## config.mk

```make
export PLATFORM = sky130hd
export DESIGN_NAME = cpu_ctrl
export DESIGN_NICKNAME = d
export VERILOG_FILES = /design/src/rtl/cpu_ctrl.sv
export SDC_FILE = /design/constraint.sdc
export NUM_CORES = 1
export LEC_CHECK = 0
export CAP_MARGIN = 15
export CORE_AREA = 2 2 97 71
export DETAILED_ROUTE_END_ITERATION = 8
export DIE_AREA = 0 0 99 73
export PLACE_DENSITY = 0.81
export SETUP_SLACK_MARGIN = 0.15
export SLEW_MARGIN = 10
export SYNTH_ARGS = -nofsm -noshare
export SYNTH_HDL_FRONTEND = slang
export SYNTH_SLANG_ARGS = --single-unit
```

## constraint.sdc

```tcl
create_clock -name clk -period 4.05 [get_ports clk]
set_input_delay 0.405 -clock clk [delete_from_list [all_inputs] [get_ports clk]]
set_output_delay 0.405 -clock clk [all_outputs]
set_load 0.02 [all_outputs]
```

## src/rtl/cpu_ctrl.sv

```systemverilog
// cpu_ctrl: multi-cycle instruction sequencer (fetch/decode/exec/mem/wb)
// with a sticky trap on illegal opcodes and a retired-instruction counter.
module cpu_ctrl #(
  parameter int unsigned RCNT_W = 32
) (
  input  logic              clk,
  input  logic              nreset,
  output logic              imem_req,
  input  logic              imem_ack,
  input  logic [31:0]       instr,
  output logic [31:0]       ir,
  output logic              dmem_req,
  output logic              dmem_we,
  input  logic              dmem_ack,
  output logic              regw,
  output logic              pc_en,
  output logic              illegal,
  output logic [2:0]        state,
  output logic [RCNT_W-1:0] retired
);

  typedef enum logic [2:0] {
    S_FETCH  = 3'd0,
    S_DECODE = 3'd1,
    S_EXEC   = 3'd2,
    S_MEM    = 3'd3,
    S_WB     = 3'd4,
    S_TRAP   = 3'd5
  } state_e;

  localparam logic [6:0] OP_R     = 7'b0110011;
  localparam logic [6:0] OP_IMM   = 7'b0010011;
  localparam logic [6:0] OP_LOAD  = 7'b0000011;
  localparam logic [6:0] OP_STORE = 7'b0100011;

  state_e            state_q, state_d;
  logic [31:0]       ir_q, ir_d;
  logic [RCNT_W-1:0] retired_q, retired_d;

  logic is_load, is_store, is_legal;
  logic imem_req_c, dmem_req_c, dmem_we_c, regw_c, pc_en_c;

  // Opcode class decode from the instruction register
  always_comb begin
    is_load  = (ir_q[6:0] == OP_LOAD);
    is_store = (ir_q[6:0] == OP_STORE);
    is_legal = (ir_q[6:0] == OP_R) || (ir_q[6:0] == OP_IMM) || is_load || is_store;
  end

  // Next-state and Moore outputs; only store retirement looks at dmem_ack
  always_comb begin
    state_d    = state_q;
    ir_d       = ir_q;
    imem_req_c = 1'b0;
    dmem_req_c = 1'b0;
    dmem_we_c  = 1'b0;
    regw_c     = 1'b0;
    pc_en_c    = 1'b0;
    case (state_q)
      S_FETCH: begin
        imem_req_c = 1'b1;
        if (imem_ack) begin
          ir_d    = instr;
          state_d = S_DECODE;
        end
      end
      S_DECODE: state_d = is_legal ? S_EXEC : S_TRAP;
      S_EXEC:   state_d = (is_load || is_store) ? S_MEM : S_WB;
      S_MEM: begin
        dmem_req_c = 1'b1;
        dmem_we_c  = is_store;
        if (dmem_ack) begin
          if (is_store) begin
            pc_en_c = 1'b1;
            state_d = S_FETCH;
          end else begin
            state_d = S_WB;
          end
        end
      end
      S_WB: begin
        regw_c  = 1'b1;
        pc_en_c = 1'b1;
        state_d = S_FETCH;
      end
      S_TRAP:  state_d = S_TRAP;
      default: state_d = S_FETCH;
    endcase
  end

  // Retired counter advances once per retirement strobe, wrapping naturally
  always_comb begin
    retired_d = retired_q + RCNT_W'(pc_en_c);
  end

  // State, instruction register and counter flops
  always_ff @(posedge clk or negedge nreset) begin
    if (!nreset) begin
      state_q   <= S_FETCH;
      ir_q      <= '0;
      retired_q <= '0;
    end else begin
      state_q   <= state_d;
      ir_q      <= ir_d;
      retired_q <= retired_d;
    end
  end

  // Reset state is FETCH, so outputs are gated to stay quiet while nreset is low
  always_comb begin
    imem_req = nreset & imem_req_c;
    dmem_req = nreset & dmem_req_c;
    dmem_we  = nreset & dmem_we_c;
    regw     = nreset & regw_c;
    pc_en    = nreset & pc_en_c;
    illegal  = (state_q == S_TRAP);
    state    = state_q;
    ir       = ir_q;
    retired  = retired_q;
  end

endmodule

```

; Word-level counts from Yosys, hierarchy flattened
; Cells that the tools add are included.
[word_totals]
latch_bits = 0
output_inout_bits = 73
mem_bits_rw = 0
mem_count = 0
word_cells = 40
input_bits = 36
register_bits = 67
romBits = 0
[classes]
n_mux = 13
n_eq_ne = 11
order_cmp = 0
addsub = 1
div_mod_pow = 0
multipliers = 0
reduce_logical = 7
bitwise_logic = 5
shift = 0
[ops]
columns = cell, count
row1 = adder 32 x 1 -> 32 bit, 1
row2 = two-way mux 3 bit, 5
row3 = case mux 3 bit (5 select lines), 1
row4 = equality test 7 x 6 -> 1 bit (second input constant), 2
row5 = equality test 7 x 2 -> 1 bit (second input constant), 1
row6 = equality test 7 x 5 -> 1 bit (second input constant), 1
row7 = equality test 3 x 2 -> 1 bit (second input constant), 2
row8 = equality test 3 bit (second input constant), 2
row9 = two-way mux 1 bit, 6
row10 = AND 1 bit, 5
row11 = logical OR 1 bit, 4
row12 = inequality test 2 bit (second input constant), 2
row13 = AND reduction 2 bit, 2
row14 = equality test 3 x 1 -> 1 bit (second input constant), 1
row15 = logical NOT 3 bit, 1
row16 = case mux 1 bit (2 select lines), 1

; Logic depth before layout (Yosys ltp)
[logic_depth]
depth_word = 6
ltp_mapped = 11
depth_no_buf = 9

; Least setup slack after synthesis
; OpenSTA, ideal clock, no wires.
[synth_timing]
path_type = reg2reg
startpoint = register ir_q[3], in the netlist ir[3]
endpoint = register retired_q[28], in the netlist retired[28]
n_path_buf = 1
slack_ns = 1.341
required_time_ns = 3.920
arrival_ns = 2.579
stages_incl_launch_ff = 11
setup_ns = 0.130
synth_period_minus_slack_ns = 2.709
cell_sequence = dfrtp_1 -> or3b_2 -> nor3_2 -> a41o_1 -> ha_1 -> ha_1 -> and4_1 -> nor3b_2 -> buf_2 -> nand4_1 -> xnor2_1
[synth_between]
elab_chain_cells = 5
[synth_lines]
columns = item, line_no
row1 = "start, declared", 37  ; logic [31:0] ir_q, ir_d;
row2 = "start signal, assigned", 104  ; ir_q <= ir_d;
row3 = equality test 7 x 6 -> 1 bit, 46  ; is_store = (ir_q[6:0] == OP_STORE);
row4 = two-way mux 1 bit, 73  ; if (is_store) begin
row5 = two-way mux 1 bit, 72  ; if (dmem_ack) begin
row6 = case mux 1 bit (2 select lines), 59  ; case (state_q)
row7 = adder 32 x 1 -> 32 bit, 93  ; retired_d = retired_q + RCNT_W'(pc_en_c);
row8 = via retired_d[28], 38  ; logic [RCNT_W-1:0] retired_q, retired_d;
row9 = "end signal, assigned", 105  ; retired_q <= retired_d;
row10 = "end, declared", 38
; The timed path passes the listed nets, and every way through them passes these cells.
; A chain may end at the register's enable or synchronous reset.

; Worst setup path after layout
; Ends and elaborated chain as after synthesis.

==> flow_summary.ini <==
[critical_path]
cpLargestDelayFamily = simple AND/OR/NAND/NOR gates
critPathCaptureType = flop
crit_required_ns = 4.28
cp_slowest_cell = nor3b_2
arrival_ns = 3.42
critical_path_class = flop to flop
path_max_fanout = 11
crit_buf_inv = 0
cpPeakStageDelay_ns = 0.61
critical_path.cell_chain = or3b_2, nor3_2, a41o_1, ha_1, ha_1, and4_1, nor3b_2, nand4_1, xnor2_1
start_kind = flop
crit_path_frequent_cell = ha_1

[cts]
cts.clk_slew.worst_paths_ns = 0.07
root_buffer = clkbuf_8
numCtsBuffers = 9
insertion_delay_ns = 0.34
cts_tree = done
h-tree-depth = 3
post_cts_buffers = 0
holdBufCountCts = 1
cts.path.max_buffers = 2
clock_sinks = 67
ctsResizeCount = 0

[detailed_routing]
drcViolationCount = 0
dr.pass1.iters = 4
antenna_left = 0
routedWlPerCell_um = 15.8
drt_wl_total_um = 6710
vias_per_cell = 5.16
route.vias.total = 2192
drt_iter0_drc = 48

[power]
combPwrFrac = 0.410
power_switching_mw = 0.890
pwr_density_cell_mw_per_mm2 = 606
p_total_mw = 2.58
p_leak_nw = 1.76
swShare = 0.345
pwr-share-clk = 0.194
peakVddDrop_mv = 0.261
seq_power_share = 0.396
cell_internal_pwr_mw = 1.69

[sta]
setup_tns_ns = 0
slew-limit-headroom = 0.527
rsz0062_at_grt = false
hold_viol = 0
setup_viol = 0
fin_crit_ns = 3.19
tightest_slew_ns = 0.707
max_freq_mhz = 313
finalWorstSetupSlack_ns = 0.857
min_period_over_period = 0.788
timing.hold.ws_ns = 0.490
fin_skew_ns = 0.00708
drv_slew = 0

[synth]
ys_ff_latch = 67
synth_cell_types = 36
synth_top_flop_cell = dfrtp_1
avgSynthCellArea_um2 = 13.0
synth_most_common_cell = dfrtp_1
synth_area_leader_cell = dfrtp_1
synth_nets = 261
yosysSeqAreaShare = 0.578
synth_edf_count = 0
yosys-top-cells-area = dfrtp_1 (58%), mux2_2 (12%), xnor2_1 (8.2%)
yosysTopAreaCellShare = 0.578
synthArstFlopShare = 1.00
syn_inst = 223
synthesis.area_mm2 = 0.00290
ys_top_cells_by_count = dfrtp_1 (67), mux2_2 (32), xnor2_1 (27)
ys_warn_count = 0

[die]
io_pins = 109
fp.dieW_um = 99
fp.dieArea_mm2 = 0.00723
die-height_um = 73
row_count = 25
initial_utilization = 0.452
coreArea_mm2 = 0.00641

[global_routing]
grt_max_degree = 32
grt.total_usage = 0.190
grt_pass1_wl_um = 10600
grt_overflow = 0
antenna_found_initial = 0
grt_pass1_vias = 2088

[job]
maxCapViolCount = 0

[place]
gp_congestion = 0.838
preCtsSetupSlack_ns = 0.882
port_buffers = 108
dp.final_hpwl_um = 4720

[finish]
drive_above_1_share = 0.180
seqCellArea_mm2 = 0.00168
nFillCells = 495
multi_input_area_mm2 = 0.00116
syn_to_final_growth_pct = 46.6
nNetsFinal = 377
diodes = 0
fin_util = 0.663

[worst_hold_path]
hold_class = flop to flop

[status]
status = finished clean
-- through the flow --
stage          area (um^2)  instances
2_1_floorplan         2900        223
3_3_place_gp          4060        408
3_5_place_dp          4060        408
4_1_cts               4250        425
5_1_grt               4250        425
6_report              4250        425
-- worst paths after layout --
path	slack, ns	start	cells after the start	to
max	0.86	ir[3]	9	retired[28]
min	0.49	retired[31]	1	retired[31]
max in group asynchronous	2.79	nreset	3	retired[14]
min reg2reg	0.49	retired[31]	1	retired[31]
min in group asynchronous	0.53	nreset	2	ir[28]
max reg2reg	0.86	ir[3]	9	retired[28]
-- state kept, by name (all words and copies together) (netlist names) --
name and flops:
state 3, ir 32, retired 32
-- kinds of logic (layout without fill, tap and decap cells) --
group,Yosys count,count (layout),synth area share
simple gates,70,70,0.155
flops,67,67,0.578
mux,32,32,0.124
xor+xnor,30,30,0.0906
buf+inv,13,134,0.0220
compound gates,9,9,0.0216
fa+ha+maj,2,2,0.00863
-- layout by cell type, fill, tap and decap left out, types with 4 or more instances in the layout --
cell / instances
dfrtp_1: 67
clkbuf_8: 11
nor3_1: 4
clkinv_2: 4
inv_1: 5
mux2_2: 32
nor2_1: 5
nand3_1: 15
buf_4: 4
xnor2_1: 27
clkdlybuf4s50_1: 107
and4_1: 4
and3_1: 7
nand2_1: 10
nand4_1: 10
-- power by group through the flow --
stage	registers, mW	logic, mW	clock network, mW
floorplan	1.25	0.298	0
global placement	1.02	1.04	0
detailed placement	1.03	1.06	0
CTS	1.02	1.07	0.518
global route	1.05	1.11	0.548
finish	1.02	1.06	0.500
-- area by class of cell --
cell class,count,share of cell area
Clock buffer,11,0.0356
Clock inverter,5,0.00648
Inverter,5,0.00442
Multi-Input combinational cell,143,0.273
Sequential cell,67,0.394
Tap cell,81,0.0238
Timing Repair Buffer,113,0.263
-- routing by layer --
metal / GRT usage / part of all wire / vias up
li1: - / - / 1026
met1: 0.279 / 0.50 / 1064
met2: 0.264 / 0.41 / 94
met3: 0.0738 / 0.084 / 8
met4: 0.0518 / 0.0098 / 0
met5: 0 / 0 / -
Power figures use the tool's default switching activity.
==> RTL change (config.mk and constraints unchanged) <==
`ir_q` no longer has a reset.
--- a/src/rtl/cpu_ctrl.sv
+++ b/src/rtl/cpu_ctrl.sv
@@ -97,13 +97,15 @@
   always_ff @(posedge clk or negedge nreset) begin
     if (!nreset) begin
       state_q   <= S_FETCH;
-      ir_q      <= '0;
       retired_q <= '0;
     end else begin
       state_q   <= state_d;
-      ir_q      <= ir_d;
       retired_q <= retired_d;
     end
+  end
+
+  always_ff @(posedge clk) begin
+    ir_q <= ir_d;
   end
 
   // Reset state is FETCH, so outputs are gated to stay quiet while nreset is low
Formal check against the unedited RTL: not equivalent (Yosys sat finds a counterexample within 4 cycles, from zero or initial values and one cycle with nreset low).
==> RTL change against the original RTL <==
  * Area after synthesis is 8.6% lower
  * Cell area shrank 4.4%
  * Routed wire length fell by 4.1%
  * Setup slack improved by 280 ps
  * Worst hold slack worse by 32 ps
  * Sequential cell count is the same
  * First-iteration DRC count grew 69%
  * Critical path type unchanged
  * Critical endpoint unchanged
Power is not compared: it rests on default switching activity, and its combinational part moved more than twofold at a synthesized area within 25%.
==> RTL change: results (changes against the original RTL) <==
Setup path:
- The sort of element at the start of the critical path is a flop.
- The delay contributed by the slowest stage of the critical path is 420 ps (-190 ps).
- The worst register-to-register path begins at ir[6]$_DFFE_PP_.
- The largest fanout of any net on the critical path is 8 (-3).
- The critical path arrival came to 3130 ps (-290 ps).
- The worst-path cell with the longest stage delay is sky130_fd_sc_hd__and4_1.

Synthesis:
- The post-synthesis cell type count came to 30 (-17%).
- After synthesis, the cell types taking the most area are sky130_fd_sc_hd__edfxtp_1 36%, sky130_fd_sc_hd__dfrtp_1 33%, sky130_fd_sc_hd__xnor2_1 8.6%, sky130_fd_sc_hd__nand3_1 2.8%, sky130_fd_sc_hd__nand4_1 1.9%.
- The mean instance size in the synthesized netlist was 14.4 sq um (+11%).
- The sequential area share after synthesis is 0.693 (+0.115).
- The number of enable-type register cells in the synthesized netlist is 32 (+32).
- The post-synthesis net count is 222 (-15%).
- Sorting the synthesized cells by how often they occur yields 35 x sky130_fd_sc_hd__dfrtp_1, 32 x sky130_fd_sc_hd__edfxtp_1, 26 x sky130_fd_sc_hd__xnor2_1.
- The async set-or-reset flop fraction in the synthesized netlist is 0.522 (-0.478).

Routing:
- The via total after detailed routing is 1918 (-13%).
- The routed length per instance is 16.5 um (+4.5%).
- The number of DRC markers after the initial detailed-route iteration is 81 (+69%).
- The post-detailed-routing wire length was 6440 um (-4.1%).

Timing:
- The headroom to the max-slew limit is 0.563 (+0.0361).
- The final-report setup violation count is 0 (unchanged).

Outcome:
- The run finished with clean final reports.

Global route:
- The aggregate global-route resource usage is 0.187 (-0.00348).
- The largest net degree at the start of global routing was 33 (+3.1%).
- The initial antenna violation count is 0 (unchanged).
- The via count of the first global-routing pass was 1912 (-8.4%).
- The first-pass GRT wire length came to 10200 um (-4.3%).

Place:
- The standard cell area after detailed placement came to 3850 sq um (-5.2%).
- The count of placed standard cells including taps is 373 (-8.6%).

Finish:
- The fraction of final layout cells with drive strength greater than 1 is 0.0809 (-0.0993).
[RTL change: cell types whose count changed in the layout (fill, tap and decap cells not counted), moves of 2 or more]
cell | before | now
sky130_fd_sc_hd__and2_1 | 2 | 4
sky130_fd_sc_hd__buf_4 | 4 | 2
sky130_fd_sc_hd__clkinv_2 | 4 | 2
sky130_fd_sc_hd__clkinv_4 | 0 | 2
sky130_fd_sc_hd__dfrtp_1 | 67 | 35
sky130_fd_sc_hd__edfxtp_1 | 0 | 32
sky130_fd_sc_hd__inv_1 | 5 | 3
sky130_fd_sc_hd__mux2_2 | 32 | 0
sky130_fd_sc_hd__nand2_1 | 10 | 13
sky130_fd_sc_hd__nand4_1 | 10 | 8
sky130_fd_sc_hd__nor2_1 | 5 | 7
sky130_fd_sc_hd__o311ai_0 | 0 | 2
[RTL change: cell families after synthesis]
family / count (synthesis) / share of synthesized area
and+or+nand+nor: 71 / 0.166
DFF: 67 / 0.693
xor gates and xnor gates: 30 / 0.0991
AOI/OAI and AO/OA: 9 / 0.0250
buffers and inverters: 5 / 0.00755
adders and majority gates: 2 / 0.00944
[RTL change: power breakdown]
group          switching (W)  internal (W)  leakage (nW)  total (W)
Combinational       0.000185      0.000182         0.699   0.000366
Sequential         0.0000681      0.000782         0.758   0.000850
Clock               0.000253      0.000301         0.102   0.000554
Total               0.000506       0.00126          1.56    0.00177
[RTL change: worst reg2reg max path, delay by kind of cell, from the launching register on]
family | cells | cell delay [ps]
xor+xnor | 1 | 160
fa+ha+maj | 2 | 440
compound gates | 1 | 280
flops | 1 | 400
simple gates | 5 | 1530
[RTL change: final timing paths]
check | to | slack, ps | cells past startpoint
min in group clk | retired[31]$_DFF_PN0_ | 470 | 1
max in group asynchronous | retired[6]$_DFF_PN0_ | 2970 | 3
worst min-delay path | state[0]$_DFFE_PN0P_ | 460 | 2
worst min register to register | retired[31]$_DFF_PN0_ | 470 | 1
worst max register to register | retired[28]$_DFF_PN0_ | 1130 | 9
worst max-delay path | retired[28]$_DFF_PN0_ | 1130 | 9
[RTL change: repair_timing]
action	CTS	global route
hold endpoints to repair	8	0
setup endpoints to repair	0	0
hold buffers	1	0
[RTL change: final cells by class]
class | instances | area share
inverter | 3 | 0.00277
timing repair buffer | 111 | 0.271
clock buffer | 10 | 0.0339
tap | 81 | 0.0250
clock inverter | 6 | 0.0160
sequential | 67 | 0.452
multi-input combinational | 112 | 0.199
[RTL change: per-stage QoR]
step	worst slack [ps]	hold WS, ps	util
after global placement	1340	289	0.600
final	1130	459	0.633
after global routing	871	482	0.633
after detailed placement	1150	286	0.600
after CTS	1130	454	0.633
after floorplan	1100	109	-
[RTL change: per-layer routing]
metal	up-vias	wire length, um	GRT usage
met5	-	0	0
met4	0	140	0.0761
met3	12	312	0.0556
met2	68	3150	0.295
met1	926	2840	0.245
li1	912	-	-
